`src/rtl/uart_pkg.sv`:
```
// Shared types and timing constants for the oversampled UART receiver.
package uart_pkg;

    typedef enum logic [2:0] {
        IDLE   = 3'd0,
        START  = 3'd1,
        DATA   = 3'd2,
        PARITY = 3'd3,
        STOP   = 3'd4
    } rx_state_t;

    localparam int         OVERSAMPLE = 8;
    localparam logic [2:0] VOTE_T0    = 3'd3;
    localparam logic [2:0] VOTE_T1    = 3'd4;
    localparam logic [2:0] VOTE_T2    = 3'd5;
    localparam logic [2:0] LAST_T     = 3'd7;
    localparam logic [2:0] LAST_BIT   = 3'd7;

    // Two-of-three majority used to decide every serial bit.
    function automatic logic maj3(input logic a, input logic b, input logic c);
        return (a & b) | (a & c) | (b & c);
    endfunction

endpackage

```
`src/rtl/baud_tick_gen.sv`:
```
// Oversample tick generator: one tick every CLK_FREQ/(BAUD*OVERSAMPLING) clocks.
// Held in phase reset while en_i is low so each frame starts on a fresh phase.
module baud_tick_gen #(
    parameter int CLK_FREQ     = 12000000,
    parameter int BAUD         = 115200,
    parameter int OVERSAMPLING = 8
) (
    input  logic clk,
    input  logic rst_n,
    input  logic en_i,
    output logic tick_o
);

    localparam int DIV_RAW = CLK_FREQ / (BAUD * OVERSAMPLING);
    localparam int DIV     = (DIV_RAW < 1) ? 1 : DIV_RAW;
    localparam int CW      = (DIV > 1) ? $clog2(DIV) : 1;
    localparam logic [CW-1:0] CNT_LAST = CW'(DIV - 1);

    logic [CW-1:0] cnt_q, cnt_d;

    always_comb begin
        cnt_d  = cnt_q;
        tick_o = 1'b0;
        if (!en_i) begin
            cnt_d = '0;
        end else if (cnt_q == CNT_LAST) begin
            cnt_d  = '0;
            tick_o = 1'b1;
        end else begin
            cnt_d = cnt_q + 1'b1;
        end
    end

    always_ff @(posedge clk or negedge rst_n) begin
        if (!rst_n) begin
            cnt_q <= '0;
        end else begin
            cnt_q <= cnt_d;
        end
    end

endmodule

```
`src/rtl/uart_rx.sv`:
```
// 8N1 UART receiver with 3-sample majority vote and a valid/ready byte port.
// Optional parity bit and parity_err_o when UART_RX_PARITY_EN is defined.
module uart_rx
    import uart_pkg::*;
#(
    parameter int CLK_FREQ = 12000000,
    parameter int BAUD     = 115200
`ifdef UART_RX_PARITY_EN
   ,parameter bit PARITY_ODD = 1'b0
`endif
) (
    input  logic       clk,
    input  logic       rst_n,
    input  logic       rx_i,
    output logic [7:0] data_o,
    output logic       valid_o,
    input  logic       ready_i,
    output logic       frame_err_o,
    output logic       overrun_o,
    output logic       busy_o
`ifdef UART_RX_PARITY_EN
   ,output logic       parity_err_o
`endif
);

    rx_state_t  state_q, state_d;
    logic       sync1_q, sync2_q;
    logic       prev_q;
    logic [2:0] tcnt_q, tcnt_d;
    logic [2:0] bcnt_q, bcnt_d;
    logic [7:0] shift_q, shift_d;
    logic       smp0_q, smp0_d;
    logic       smp1_q, smp1_d;
    logic [7:0] data_q, data_d;
    logic       valid_q, valid_d;
    logic       overrun_q, overrun_d;
    logic       frame_err_q, frame_err_d;
`ifdef UART_RX_PARITY_EN
    logic       par_bit_q, par_bit_d;
    logic       parity_err_q, parity_err_d;
`endif
    logic       rxs;
    logic       tick;
    logic       vote;
    logic       byte_done;
    logic       handshake;

    assign rxs       = sync2_q;
    assign busy_o    = (state_q != IDLE);
    assign vote      = maj3(smp0_q, smp1_q, rxs);
    assign handshake = valid_q & ready_i;

    baud_tick_gen #(
        .CLK_FREQ    (CLK_FREQ),
        .BAUD        (BAUD),
        .OVERSAMPLING(OVERSAMPLE)
    ) u_tick (
        .clk   (clk),
        .rst_n (rst_n),
        .en_i  (busy_o),
        .tick_o(tick)
    );

    always_comb begin
        state_d     = state_q;
        tcnt_d      = tcnt_q;
        bcnt_d      = bcnt_q;
        shift_d     = shift_q;
        smp0_d      = smp0_q;
        smp1_d      = smp1_q;
        frame_err_d = 1'b0;
        byte_done   = 1'b0;
`ifdef UART_RX_PARITY_EN
        par_bit_d    = par_bit_q;
        parity_err_d = 1'b0;
`endif
        if (state_q == IDLE) begin
            // prev_q resets to 0, so a line held low through reset is never a start
            if (prev_q && !rxs) begin
                state_d = START;
                tcnt_d  = '0;
                bcnt_d  = '0;
            end
        end else if (tick) begin
            tcnt_d = tcnt_q + 3'd1;
            if (tcnt_q == VOTE_T0) smp0_d = rxs;
            if (tcnt_q == VOTE_T1) smp1_d = rxs;
            case (state_q)
                START: begin
                    if (tcnt_q == VOTE_T2 && vote) begin
                        state_d = IDLE;
                    end else if (tcnt_q == LAST_T) begin
                        state_d = DATA;
                    end
                end
                DATA: begin
                    if (tcnt_q == VOTE_T2) shift_d = {vote, shift_q[7:1]};
                    if (tcnt_q == LAST_T) begin
                        if (bcnt_q == LAST_BIT) begin
`ifdef UART_RX_PARITY_EN
                            state_d = PARITY;
`else
                            state_d = STOP;
`endif
                        end else begin
                            bcnt_d = bcnt_q + 3'd1;
                        end
                    end
                end
`ifdef UART_RX_PARITY_EN
                PARITY: begin
                    if (tcnt_q == VOTE_T2) par_bit_d = vote;
                    if (tcnt_q == LAST_T) state_d = STOP;
                end
`endif
                STOP: begin
                    // Leave mid stop bit so an early next start edge is not missed
                    if (tcnt_q == VOTE_T2) begin
                        state_d = IDLE;
                        if (!vote) begin
                            frame_err_d = 1'b1;
`ifdef UART_RX_PARITY_EN
                        end else if ((^{shift_q, par_bit_q}) != PARITY_ODD) begin
                            parity_err_d = 1'b1;
`endif
                        end else begin
                            byte_done = 1'b1;
                        end
                    end
                end
                default: state_d = IDLE;
            endcase
        end
    end

    // Output holding register; a newly completed byte wins over a handshake drop.
    always_comb begin
        valid_d   = valid_q;
        data_d    = data_q;
        overrun_d = overrun_q;
        if (handshake) begin
            valid_d   = 1'b0;
            overrun_d = 1'b0;
        end
        if (byte_done) begin
            if (!valid_q || ready_i) begin
                valid_d = 1'b1;
                data_d  = shift_q;
            end else begin
                overrun_d = 1'b1;
            end
        end
    end

    always_ff @(posedge clk or negedge rst_n) begin
        if (!rst_n) begin
            state_q     <= IDLE;
            sync1_q     <= 1'b0;
            sync2_q     <= 1'b0;
            prev_q      <= 1'b0;
            tcnt_q      <= '0;
            bcnt_q      <= '0;
            shift_q     <= '0;
            smp0_q      <= 1'b0;
            smp1_q      <= 1'b0;
            data_q      <= '0;
            valid_q     <= 1'b0;
            overrun_q   <= 1'b0;
            frame_err_q <= 1'b0;
        end else begin
            state_q     <= state_d;
            sync1_q     <= rx_i;
            sync2_q     <= sync1_q;
            prev_q      <= sync2_q;
            tcnt_q      <= tcnt_d;
            bcnt_q      <= bcnt_d;
            shift_q     <= shift_d;
            smp0_q      <= smp0_d;
            smp1_q      <= smp1_d;
            data_q      <= data_d;
            valid_q     <= valid_d;
            overrun_q   <= overrun_d;
            frame_err_q <= frame_err_d;
        end
    end

`ifdef UART_RX_PARITY_EN
    always_ff @(posedge clk or negedge rst_n) begin
        if (!rst_n) begin
            par_bit_q    <= 1'b0;
            parity_err_q <= 1'b0;
        end else begin
            par_bit_q    <= par_bit_d;
            parity_err_q <= parity_err_d;
        end
    end

    assign parity_err_o = parity_err_q;
`endif

    assign data_o      = data_q;
    assign valid_o     = valid_q;
    assign overrun_o   = overrun_q;
    assign frame_err_o = frame_err_q;

endmodule

```
`config.mk`:
```
export PLATFORM = sky130hd
export DESIGN_NAME = uart_rx
export DESIGN_NICKNAME = d
export VERILOG_FILES = /design/src/rtl/uart_pkg.sv /design/src/rtl/baud_tick_gen.sv /design/src/rtl/uart_rx.sv
export SDC_FILE = /design/constraint.sdc
export NUM_CORES = 1
export LEC_CHECK = 0
export ABC_AREA = 1
export BUFFER_PORTS_ARGS = -buffer_cell sky130_fd_sc_hd__buf_4
export CORE_ASPECT_RATIO = 1.1
export CORE_MARGIN = 2
export CORE_UTILIZATION = 62
export DETAILED_ROUTE_END_ITERATION = 12
export PLACE_DENSITY = 0.94
export SLEW_MARGIN = 20
export SYNTH_ARGS = -nofsm -noshare
export SYNTH_HDL_FRONTEND = slang
export SYNTH_SLANG_ARGS = --single-unit
```
`constraint.sdc`:
```
create_clock -name clk -period 2.13 [get_ports clk]
set_input_delay 0.3195 -clock clk [delete_from_list [all_inputs] [get_ports clk]]
set_output_delay 0.3195 -clock clk [all_outputs]
set_load 0.02 [all_outputs]
```
**After elaboration in Yosys (flattened, before gate mapping)**

Cells that the tools add are included.

- Register bits: 37
- Bits in latches: 0
- Bits in writable memories: 0
- Memory bits (read-only): 0
- Input port bits: 4
- Output and inout bits: 12
- Word-level logic and storage cells: 93
- Memories kept: 0

- Add/sub/neg operators: 3
- Multipliers: 0
- Divide/modulo/power cells: 0
- Order comparisons: 0
- Equal/unequal tests: 15
- Shift-type cells: 0
- Muxes and demuxes: 37
- Bitwise logic cells: 7
- Reductions and logical operators: 17

Operator list:

| kind | number |
|---|---|
| two-way mux 3 bit | 16 |
| two-way mux 1 bit | 18 |
| == test 3 bit, second input constant | 5 |
| != test 3 bit, second input constant | 3 |
| case mux 3 bit (3 select lines) | 1 |
| two-way mux 4 bit | 2 |
| adder 3 x 1 -> 3 bit, second input constant | 2 |
| == test 3 x 2 -> 1 bit, second input constant | 2 |
| AND reduction 3 bit | 2 |
| AND reduction 6 bit | 1 |
| nonzero test 2 bit | 3 |
| AND reduction 5 bit | 1 |
| adder 4 x 1 -> 4 bit, second input constant | 1 |
| bitwise AND 1 bit | 4 |
| == test 4 bit, second input constant | 1 |
| != test 4 bit, second input constant | 1 |
| AND reduction 2 bit | 2 |
| AND reduction 4 bit | 1 |
| == test 3 x 1 -> 1 bit, second input constant | 1 |
| zero test 3 bit | 1 |
| nonzero test 3 bit | 1 |
| logical AND 1 bit | 2 |
| zero test 1 bit | 2 |
| != test 2 x 1 -> 1 bit, second input constant | 1 |
| other kinds (4) | 5 |

**Logic depth before layout (Yosys ltp)**

- Word-level depth: 9
- Mapped depth: 11
- Depth with buffers taken out: 11

**By module**

From an unflattened synthesis, not the netlist that was laid out.

- Cells, all modules: 194
- Area total of the unflattened synthesis: 1,780.5 um^2

By module, submodules not included:

| module | instances | cells an instance | area an instance (um^2) | sequential area each (um^2) |
|---|---|---|---|---|
| uart_rx | 1 | 171 | 1,576.5 | 825.8 |
| baud_tick_gen | 1 | 23 | 203.9 | 100.1 |

**Worst setup path before layout**

Ideal clock, no wire load.

- Kind: register -> register
- Start: register u_tick.cnt_q[0]
- End: register data_q[6], in the netlist data_o[6]
- Library setup time: 0.118 ns
- Arrival: 1.344 ns
- Required time: 2.012 ns
- Slack: 0.667 ns
- Cell stages (with the launch flop): 11
- Path buffers: 1
- Period minus slack after synthesis: 1.463 ns
- Cell sequence: dfrtp_1 > inv_1 > ha_1 > inv_1 > nor2_4 > inv_1 > nor2_2 > nand3_2 > buf_6 > nand2_1 > o21ai_2

- Cells in the longest elaborated chain, start to end: 6

RTL lines:

| element | RTL line | RTL |
|---|---|---|
| from (decl) | baud_tick_gen.sv:19 | `logic [CW-1:0] cnt_q, cnt_d;` |
| from (signal assigned) | baud_tick_gen.sv:38 | `cnt_q <= cnt_d;` |
| == test 4 bit | baud_tick_gen.sv:26 | `end else if (cnt_q == CNT_LAST) begin` |
| two-way mux 1 bit | baud_tick_gen.sv:26 |  |
| two-way mux 1 bit | baud_tick_gen.sv:24 | `if (!en_i) begin` |
| two-way mux 1 bit | uart_rx.sv:84 | `end else if (tick) begin` |
| two-way mux 1 bit | uart_rx.sv:77 | `if (state_q == IDLE) begin` |
| AND reduction 2 bit (no source line) | - |  |
| to (signal assigned) | uart_rx.sv:180 | `data_q <= data_d;` |
| to (decl) | uart_rx.sv:34 | `logic [7:0] data_q, data_d;` |

Every way passes these cells.
A chain may end at the register's enable or synchronous reset.

**Worst setup path after layout**

- Start: register u_tick.cnt_q[0]
- End: register data_q[3], in the netlist data_o[3]

The elaborated chain is that of the path after synthesis.

==> impl_metrics.tcl <==
set metrics [dict create \
    status "finished clean" \
    coreArea_um2 2753 \
    post-route-drc-count 0 \
    worstMarginPinSlew_ns 0.4579 \
    hpwl_mm 2.304 \
    regArea_um2 925.9 \
    path_cells "inv_1 -> ha_1 -> inv_1 -> nor2_4 -> inv_1 -> nor2_2 -> nand3_2 -> nand2_1 -> o21ai_2" \
    multi_input_area_um2 719.4 \
    clock_tree.root_cell "clkbuf_4" \
    rsz0062_at_grt "false" \
    synth_cell_types 26 \
    slowest_stage "dfrtp_1" \
    drtPass1Iterations 4 \
    slew_headroom_pct 69.47 \
    min_path_cells 1 \
    critPathMaxFanout 16 \
    critical_path_class "register to register" \
    die_w_um 55.22 \
    cts_sinks 37 \
    worstSetupStartpointType "register" \
    clkSlewWorstSetupHoldPaths_ns 0.11 \
    layout_common_cells "51 x nand2_1, 37 x dfrtp_1, 29 x inv_1" \
    endpoint_kind "register" \
    ant_nets 0 \
    hold_viol_final 0 \
    hp-class "input port to register" \
    total_power_w 0.001717 \
    hold-path-endpoint "sync1_q" \
    p_int_w 0.001089 \
    wl_mm 3.050 \
    critical_path_arrival_ns 1.97 \
    syn_avg_cell_area_um2 9.619 \
    finalSetupViolCount 0 \
    worst_clock_skew_ns 0.01302 \
    final_cells 241 \
    clock.fmax_mhz 575.8 \
    min_period_ns 1.737 \
    via_per_inst 5.183 \
    worst-r2r-cell-count 9 \
    track_usage_pct 20.67 \
    worst-path-buf-inv 3 \
    routabilityCongestion 0.7674 \
    nets 220 \
    htree_levels 2 \
    final_util_pct 72.00 \
    pwr-share-seq_pct 51.7 \
    boundaryPins 16 \
    cts_tree "done" \
    syn_nets 199 \
    drv_slew 0 \
    clkLatencyLatePin_ns 0.34 \
    leakagePower_nw 1.009 \
    seq_area_frac_synth_pct 51.75 \
    grt_max_degree 38 \
    power.density_nw_per_um2 866.3 \
    ys_warn_count 0 \
    diodes 0 \
    wl_per_cell_um 12.66 \
    dr.first_iter.drc_count 33 \
    combPwrFrac_pct 28.2 \
    period_share_pct 81.53 \
    setup_tns_ns 0 \
    netlist_instances 186 \
    final_common_cell "nand2_1" \
    numPortBuffers 15 \
    num_rows 20 \
    start_util_pct 65.00 \
    reg2reg_to "data_o[3]" \
    grt_pass1_vias 1271 \
    drv_cap 0 \
    syn-cell-area_um2 1789 \
    r2r_setup_slack_ns 0.39 \
    ys_seq_elements 37 \
    grt_overflow 0 \
    area_growth_pct 10.77 \
    dp.cells 232 \
    dieArea_um2 3332 \
    worstSetupPathDepth 9 \
    numCtsBuffers 5 \
    cts-resized-gates 0 \
    vdd_drop_max_uv 798.0 \
    netSwitchingFraction_pct 36.57 \
    clockPowerShare_pct 20.1 \
    cts.path.max_buffers 2 \
    crit_required_ns 2.36 \
    rr_startpoint "u_tick.cnt_q[0]" \
    worstHoldStart "rx_i" \
    antenna_found_initial 0 \
    grt_pass1_wl_mm 5.244 \
    drive_gt1_share_pct 25.48 \
    cts_setup_buffers 0 \
    power_switching_w 0.0006279 \
    cp_top_family "simple AND/OR/NAND/NOR gates" \
    crit_top_cell "inv_1" \
    die_y_um 60.34 \
    num_vias 1249 \
    nFillCells 189 \
    slowest_delay_ns 0.42 \
]
-- final cells by class --
type / count / area share (%)
Tap cell: 33 / 2.083
Inverter: 31 / 6.124
Sequential cell: 37 / 46.72
Multi-Input combinational cell: 116 / 36.30
Clock inverter: 2 / 0.5051
Clock buffer: 6 / 2.083
Timing Repair Buffer: 16 / 6.187
-- stage by stage --
step / hold WS [ns] / worst slack (ns) / instance area (um^2)
floorplan: 0.02391 / 0.6675 / 1789
global placement: 0.2989 / 0.4666 / 1921
detailed placement: 0.3026 / 0.3755 / 1921
CTS: 0.07136 / 0.3692 / 1982
global route: 0.06375 / 0.2408 / 1982
finish: 0.08724 / 0.3934 / 1982
-- worst reg2reg max path: cells and delay by family (launching register included) --
kind,cells,cell delay (ns)
fa+ha+maj,1,0.14
flops,1,0.42
compound gates,1,0.07
simple gates,4,0.81
buf+inv,3,0.21
-- flip-flops by register name, summed over array words and instances, names as in the netlist --
signal        count
smp0_q            1
shift_q           8
sync1_q           1
frame_err_o       1
valid_o           1
tcnt_q            3
state_q           3
u_tick.cnt_q      4
bcnt_q            3
prev_q            1
data_o            8
overrun_o         1
rxs               1
smp1_q            1
-- cells in the mapped netlist --
master	n	area [um^2]
nor2_4	4	45.04
nand4_1	1	6.260
xnor2_1	1	8.760
o21ai_1	1	5.000
nand3_1	7	35.03
nand3_2	1	10.01
nor3_1	1	5.000
dfrtp_1	37	925.9
buf_6	2	22.52
or2_2	1	6.260
nand3b_2	1	11.26
nand3_4	1	17.52
inv_6	1	8.760
nand2_2	1	6.260
nor2_2	1	6.260
inv_2	1	3.750
xor2_1	1	8.760
nor2_1	6	22.52
ha_1	9	112.6
o21ai_0	7	35.03
nand2_1	51	191.4
o22ai_1	1	6.260
o21ai_2	16	140.1
and3_1	1	6.260
nand2_4	3	33.78
inv_1	29	108.9
-- worst max path at each step --
stage	start	end	slack [ns]
floorplan	u_tick.cnt_q[0]	data_o[6]	0.67
global placement	u_tick.cnt_q[0]	data_o[7]	0.47
detailed placement	u_tick.cnt_q[0]	data_o[3]	0.38
CTS	u_tick.cnt_q[0]	data_o[3]	0.37
global route	u_tick.cnt_q[0]	data_o[1]	0.24
finish	u_tick.cnt_q[0]	data_o[3]	0.39
-- metal layers --
layer	up-vias	track usage (%)	part of all wire, %
li1	618	-	-
met1	596	22.27	43
met2	31	38.61	53
met3	4	5.117	3.4
met4	0	10.45	1.1
met5	-	0	0
-- power groups by stage --
stage,clock (W),combinational [W],sequential (W)
after floorplan,0,0.000378,0.000875
after global placement,0,0.000457,0.000891
after detailed placement,0,0.000486,0.000896
after CTS,0.000359,0.000488,0.000884
after global routing,0.000390,0.000562,0.000898
final,0.000346,0.000484,0.000887
-- logic make-up (layout without fill, tap and decap cells) --
logic type / after synthesis / count (layout) / share of synthesized area [%]
AO/OA/AOI/OAI: 25 / 25 / 10.42
XOR/XNOR: 2 / 2 / 0.9792
adder cells (fa/ha/maj): 9 / 9 / 6.294
buffers and inverters: 33 / 55 / 8.042
flip-flops: 37 / 37 / 51.75
AND/OR/NAND/NOR: 80 / 80 / 22.52
-- repair_timing --
action / 4_1_cts / 5_1_grt
hold buffers: 1 / 0
hold endpoints to repair: 37 / 0
setup endpoints to repair: 0 / 0
Power figures use the tool's default switching activity.
